--- config.mk ---
export PLATFORM = sky130hd
export DESIGN_NAME = pipe_skid_reg
export DESIGN_NICKNAME = d
export VERILOG_FILES = /design/src/rtl/pipe_skid_reg.sv
export SDC_FILE = /design/constraint.sdc
export NUM_CORES = 1
export LEC_CHECK = 0
export BUFFER_PORTS_ARGS = -buffer_cell sky130_fd_sc_hd__buf_2
export CAP_MARGIN = 0
export CORE_MARGIN = 2
export CORE_UTILIZATION = 44
export CTS_BUF_LIST = sky130_fd_sc_hd__clkbuf_4
export CTS_CLUSTER_SIZE = 14
export DETAILED_ROUTE_END_ITERATION = 10
export PLACE_DENSITY = 0.81
export SYNTH_ARGS = -nofsm -noshare
export SYNTH_HDL_FRONTEND = slang
export SYNTH_SLANG_ARGS = --single-unit
--- constraint.sdc ---
create_clock -name clk -period 1.24 [get_ports clk]
set_input_delay 0.248 -clock clk [delete_from_list [all_inputs] [get_ports clk]]
set_output_delay 0.248 -clock clk [all_outputs]
set_load 0.01 [all_outputs]
--- src/rtl/pipe_skid_reg.sv ---
// Two-entry registered pipeline stage (main + skid register) with valid/ready on both sides.
// in_ready comes from a register, so out_ready never reaches it combinationally.
module pipe_skid_reg #(
  parameter int size = 8
) (
  input  logic            clk,
  input  logic            rst,
  input  logic            flush,
  input  logic            in_valid,
  input  logic [size-1:0] in_data,
  output logic            in_ready,
  output logic            out_valid,
  output logic [size-1:0] out_data,
  input  logic            out_ready,
  output logic [1:0]      count
);

  // Handshake: a word moves on a posedge when valid && ready are both high on that side.
  // The state encoding equals the occupancy, so count doubles as the state debug view.
  typedef enum logic [1:0] {
    EMPTY = 2'd0,
    FULL  = 2'd1,
    SKID  = 2'd2
  } state_t;

  state_t            r_state;
  logic [size-1:0]   r_main;
  logic [size-1:0]   r_skid;
  logic              r_in_ready;
  logic              r_out_valid;

  logic              w_wf;
  logic              w_rf;

  assign w_wf = in_valid && r_in_ready;
  assign w_rf = r_out_valid && out_ready;

  always_ff @(posedge clk or negedge rst) begin
    if (!rst) begin
      r_state     <= EMPTY;
      r_main      <= '0;
      r_skid      <= '0;
      r_in_ready  <= 1'b1;
      r_out_valid <= 1'b0;
    end else if (flush) begin
      r_state     <= EMPTY;
      r_main      <= '0;
      r_skid      <= '0;
      r_in_ready  <= 1'b1;
      r_out_valid <= 1'b0;
    end else begin
      case (r_state)
        EMPTY: begin
          if (w_wf) begin
            r_main      <= in_data;
            r_state     <= FULL;
            r_out_valid <= 1'b1;
          end
        end
        FULL: begin
          if (w_wf && w_rf) begin
            r_main <= in_data;
          end else if (w_rf) begin
            r_state     <= EMPTY;
            r_out_valid <= 1'b0;
          end else if (w_wf) begin
            // Head is stalled: park the new word and close the input side.
            r_skid     <= in_data;
            r_state    <= SKID;
            r_in_ready <= 1'b0;
          end
        end
        SKID: begin
          if (w_rf) begin
            r_main     <= r_skid;
            r_state    <= FULL;
            r_in_ready <= 1'b1;
          end
        end
        default: begin
          r_state     <= EMPTY;
          r_in_ready  <= 1'b1;
          r_out_valid <= 1'b0;
        end
      endcase
    end
  end

  assign in_ready  = r_in_ready;
  assign out_valid = r_out_valid;
  assign out_data  = r_main;
  assign count     = r_state;

endmodule
==> Flow_metrics.wiki <==
{| class="wikitable"
! Metric !! Value
|-
| Final total negative setup slack || -1.17 ns
|-
| Setup-failing EPs final || 20
|-
| Layout filler cell count || about 160
|-
| Floorplan row count || 17
|-
| Top cells by area, synth || sky130_fd_sc_hd__dfrtp_1 46%, sky130_fd_sc_hd__a211oi_1 12%, sky130_fd_sc_hd__mux2i_1 7.7%, sky130_fd_sc_hd__a21oi_1 5.3%, sky130_fd_sc_hd__o21ai_0 4.3%
|-
| Vias per std cell || 5.78
|-
| Power density relative to cell area || between 1000 and 1500 mW/mm^2
|-
| Pin slew with the least headroom to its limit || around 0.45 ns
|-
| Area taken by flip-flops and latches || 505 sq um
|-
| CTS clk-pin slew, worst paths || 0.12 ns
|-
| Fraction of power consumed by the clock network || roughly 16%
|-
| Inserted Diodes || 0
|-
| Effective utilization at floorplan || 46.7%
|-
| RSZ-0062 raised after global routing || true
|-
| Met1 routing resource usage after global routing || 30.2%
|-
| Crit. End Element || flop
|-
| Maximum clock path buffer count || 2
|-
| Cells after DPL || 156
|-
| Maximum capacitance violations || 0
|-
| Failing checks || negative setup slack
|-
| Cells after synthesis || 100
|-
| Critical path's slowest cell || sky130_fd_sc_hd__dfrtp_2
|-
| Share of async-settable or async-resettable flops after synthesis || between 90% and 100%
|-
| Area enclosed by the die boundary || 0.00277 sq mm
|-
| Yosys synthesis warning count || 0
|-
| Final Hold Viols || 0
|-
| Fin worst setup slack || -0.110 ns
|-
| Core area || around 0.0022 sq mm
|-
| Total via count in the routed design || ~970
|-
| Hold Worst Slack || just under 0.2 ns
|-
| Worst vdd ir || ~0.84 mV
|-
| HP Class || in2reg
|-
| Routability cong. || approximately 0.86
|-
| Post-synthesis average cell area || approximately 10 sq um
|-
| Cells traversed along the worst timing path || and2b_2 > buf_12 > mux2i_1 > a211oi_2
|-
| Met3 usage in global routing || under 10%
|-
| Met2 track demand over resource || between 30% and 40%
|-
| DP HPWL || roughly 1800 um
|-
| Cell taking the most area after synthesis || sky130_fd_sc_hd__dfrtp_1
|-
| Port Buffer Count || 24
|-
| Fraction of post-synthesis cell area in the top cell type by area || a little under half
|-
| Count of antenna-violating nets left after detailed routing || 0
|-
| Post-detailed-route wirelength per cell || around 16 um
|-
| Arrival time of the worst setup path || 1.53 ns
|-
| GRT Total Usage || roughly a fifth
|-
| Fmax || ~740 MHz
|-
| First-pass GRT wire length || about 4300 um
|-
| Worst-skew pair later-pin latency || 0.30 ns
|-
| Layout overhead on the synthesized area || 43.3%
|-
| Largest net degree at the start of global routing || 21
|-
| Top-count cell post-synth || sky130_fd_sc_hd__dfrtp_1
|-
| Wirelength, routed || 2700 um
|-
| Grt total ovfl || 0
|-
| Tcrit/Tclk final || 109%
|-
| Proportion of synthesized chip area in sequential cells || between 40 and 50%
|-
| Leakage power || between 0.6 and 0.7 nW
|-
| Height of the die || roughly 53 um
|-
| Die boundary width || 52.7 um
|-
| Combinational Power Share || a little over two fifths
|-
| Number of DRC violations after detailed-routing iteration 0 || 36
|-
| Total area of multi-input combinational cells || about 600 sq um
|-
| Max Fanout on Critical Path || 8
|-
| Vias in the first global route || slightly above 900
|-
| Worst path max stage delay || 0.45 ns
|-
| H-tree level count || 1
|-
| Root buffer cell || sky130_fd_sc_hd__clkbuf_4
|-
| Number of detailed-routing iterations run before antenna repair || 4
|-
| Netlist area before placement || about 0.0010 sq mm
|-
| Kind of launch point of the worst setup path || flop
|-
| Switching fraction of total power || approximately a third
|-
| CP Data Required Time || around 1.4 ns
|-
| Number of buffers inserted during clock tree synthesis || 3
|-
| Mapped Nets || 113
|-
| Most instantiated cells after synthesis || 19 x sky130_fd_sc_hd__dfrtp_1, 17 x sky130_fd_sc_hd__a211oi_1, 11 x sky130_fd_sc_hd__a21oi_1
|-
| Number of sinks on the clock net || 20
|-
| EDFF count, synth || 0
|-
| Initial antenna violation count || 0
|-
| Sequential share of power || between 40% and 50%
|-
| Outcome || complete, but fails checks
|-
| Final worst clock skew || 0.0113 ns
|-
| Final Non-Filler Cells || roughly 170
|-
| Net Switching || 0.700 mW
|-
| Slew HR || 70.2%
|-
| Int Power || 1.29 mW
|-
| Number of top-level design ports || 25
|-
| Fraction of final layout cells with drive strength greater than 1 || between 50% and 60%
|-
| Final Max Tran Viols || 0
|-
| Net count reported at finish || between 150 and 200
|-
| Post-route DRC || 0
|-
| Synth Flop Type || sky130_fd_sc_hd__dfrtp_1
|-
| Min Tclk post-route || 1.35 ns
|-
| Count of unique library cells instantiated by Yosys || 26
|-
| Number of flip-flops and latches in the synthesized netlist || 20
|-
| CTS tree || yes
|-
| Type of the worst setup path || reg2reg
|-
| Most used routing layer || met2
|}
-- per-layer routing --
metal,share of wire [%],wire [um]
met3,3.9,106
met2,50,1350
met1,45,1210
met5,0,0
met4,1.1,30
-- power by group through the flow --
stage,Sequential (mW),Clock (mW),Combinational [mW]
after detailed placement,0.820,0,0.659
after CTS,0.810,0.319,0.785
final,0.815,0.310,0.862
after floorplan,0.858,0,0.377
after global routing,0.827,0.344,0.921
after global placement,0.813,0,0.636
-- cell usage in the layout (no fill, tap or decap), types with 2 or more instances in the layout --
master                     instances
sky130_fd_sc_hd__a211oi_1          7
sky130_fd_sc_hd__a211oi_2         10
sky130_fd_sc_hd__a21o_1            2
sky130_fd_sc_hd__a21oi_1           9
sky130_fd_sc_hd__a21oi_2           2
sky130_fd_sc_hd__buf_12            2
sky130_fd_sc_hd__buf_2            22
sky130_fd_sc_hd__buf_4            11
sky130_fd_sc_hd__buf_6             7
sky130_fd_sc_hd__clkbuf_4          3
sky130_fd_sc_hd__dfrtp_1          16
sky130_fd_sc_hd__dfrtp_2           3
sky130_fd_sc_hd__mux2i_1           6
sky130_fd_sc_hd__mux2i_2           2
sky130_fd_sc_hd__nand2_1           2
sky130_fd_sc_hd__nand3_1           8
sky130_fd_sc_hd__nand3b_1          2
sky130_fd_sc_hd__nor2_1            2
sky130_fd_sc_hd__o21ai_2           8
-- final cells by class --
class                   instances  area share (%)
clock buffers                   3            1.51
inverters                       1           0.251
clock inverters                 1           0.251
multi-input cells              71            40.3
repair buffers                 43            21.5
flip-flops and latches         20            33.8
well taps                      28            2.35
-- kinds of logic (layout without fill, tap and decap cells) --
logic type	Yosys count	count (layout)	synth area share, %
compound gates	43	43	27.6
flops	20	20	48.1
simple gates	20	20	11.5
buf+inv	9	48	5.04
mux	8	8	7.68
-- per-stage QoR --
stage	power (mW)	cell area (sq um)	util, %	setup slack [ns]
3_5_place_dp	1.48	1290	57.6	-0.155
4_1_cts	1.91	1430	63.9	-0.0808
3_3_place_gp	1.45	1290	57.6	-0.0617
5_1_grt	2.09	1490	66.9	-0.151
6_report	1.99	1490	66.9	-0.110
2_1_floorplan	1.24	1080	-	-0.0635
-- critical path, delay by kind of cell, from the launching register on --
kind | cells | cell delay [ns]
DFF | 1 | 0.45
muxes | 1 | 0.29
and+or+nand+nor | 1 | 0.25
buffers and inverters | 1 | 0.14
AOI/OAI and AO/OA | 1 | 0.11
-- path summary, 6_finish.rpt --
path,cells past startpoint,to,slack (ns),startpoint
min in group asynchronous,2,r_skid[3],0.41,rst
worst max register to register,4,out_data[3],-0.11,count[0]
worst max-delay path,4,out_data[3],-0.11,count[0]
worst min-delay path,3,r_skid[2],0.20,in_data[2]
max in group asynchronous,2,in_ready,0.48,rst
worst min register to register,2,r_skid[4],0.54,r_skid[4]
-- state kept, by name (all words and copies together) (netlist names) --
signal / cells
in_ready: 1
out_valid: 1
out_data: 8
r_skid: 8
count: 2
-- repair_timing --
action | CTS | global route
gates cloned | 0 | 0
hold buffers | 1 | 0
setup endpoints to repair | 22 | 24
buffers inserted | 6 | 0
hold endpoints to repair | 19 | 0
pin swaps | 5 | 7
resized for setup | 23 | 16
Note: power is estimated with default switching activity, not from simulation.
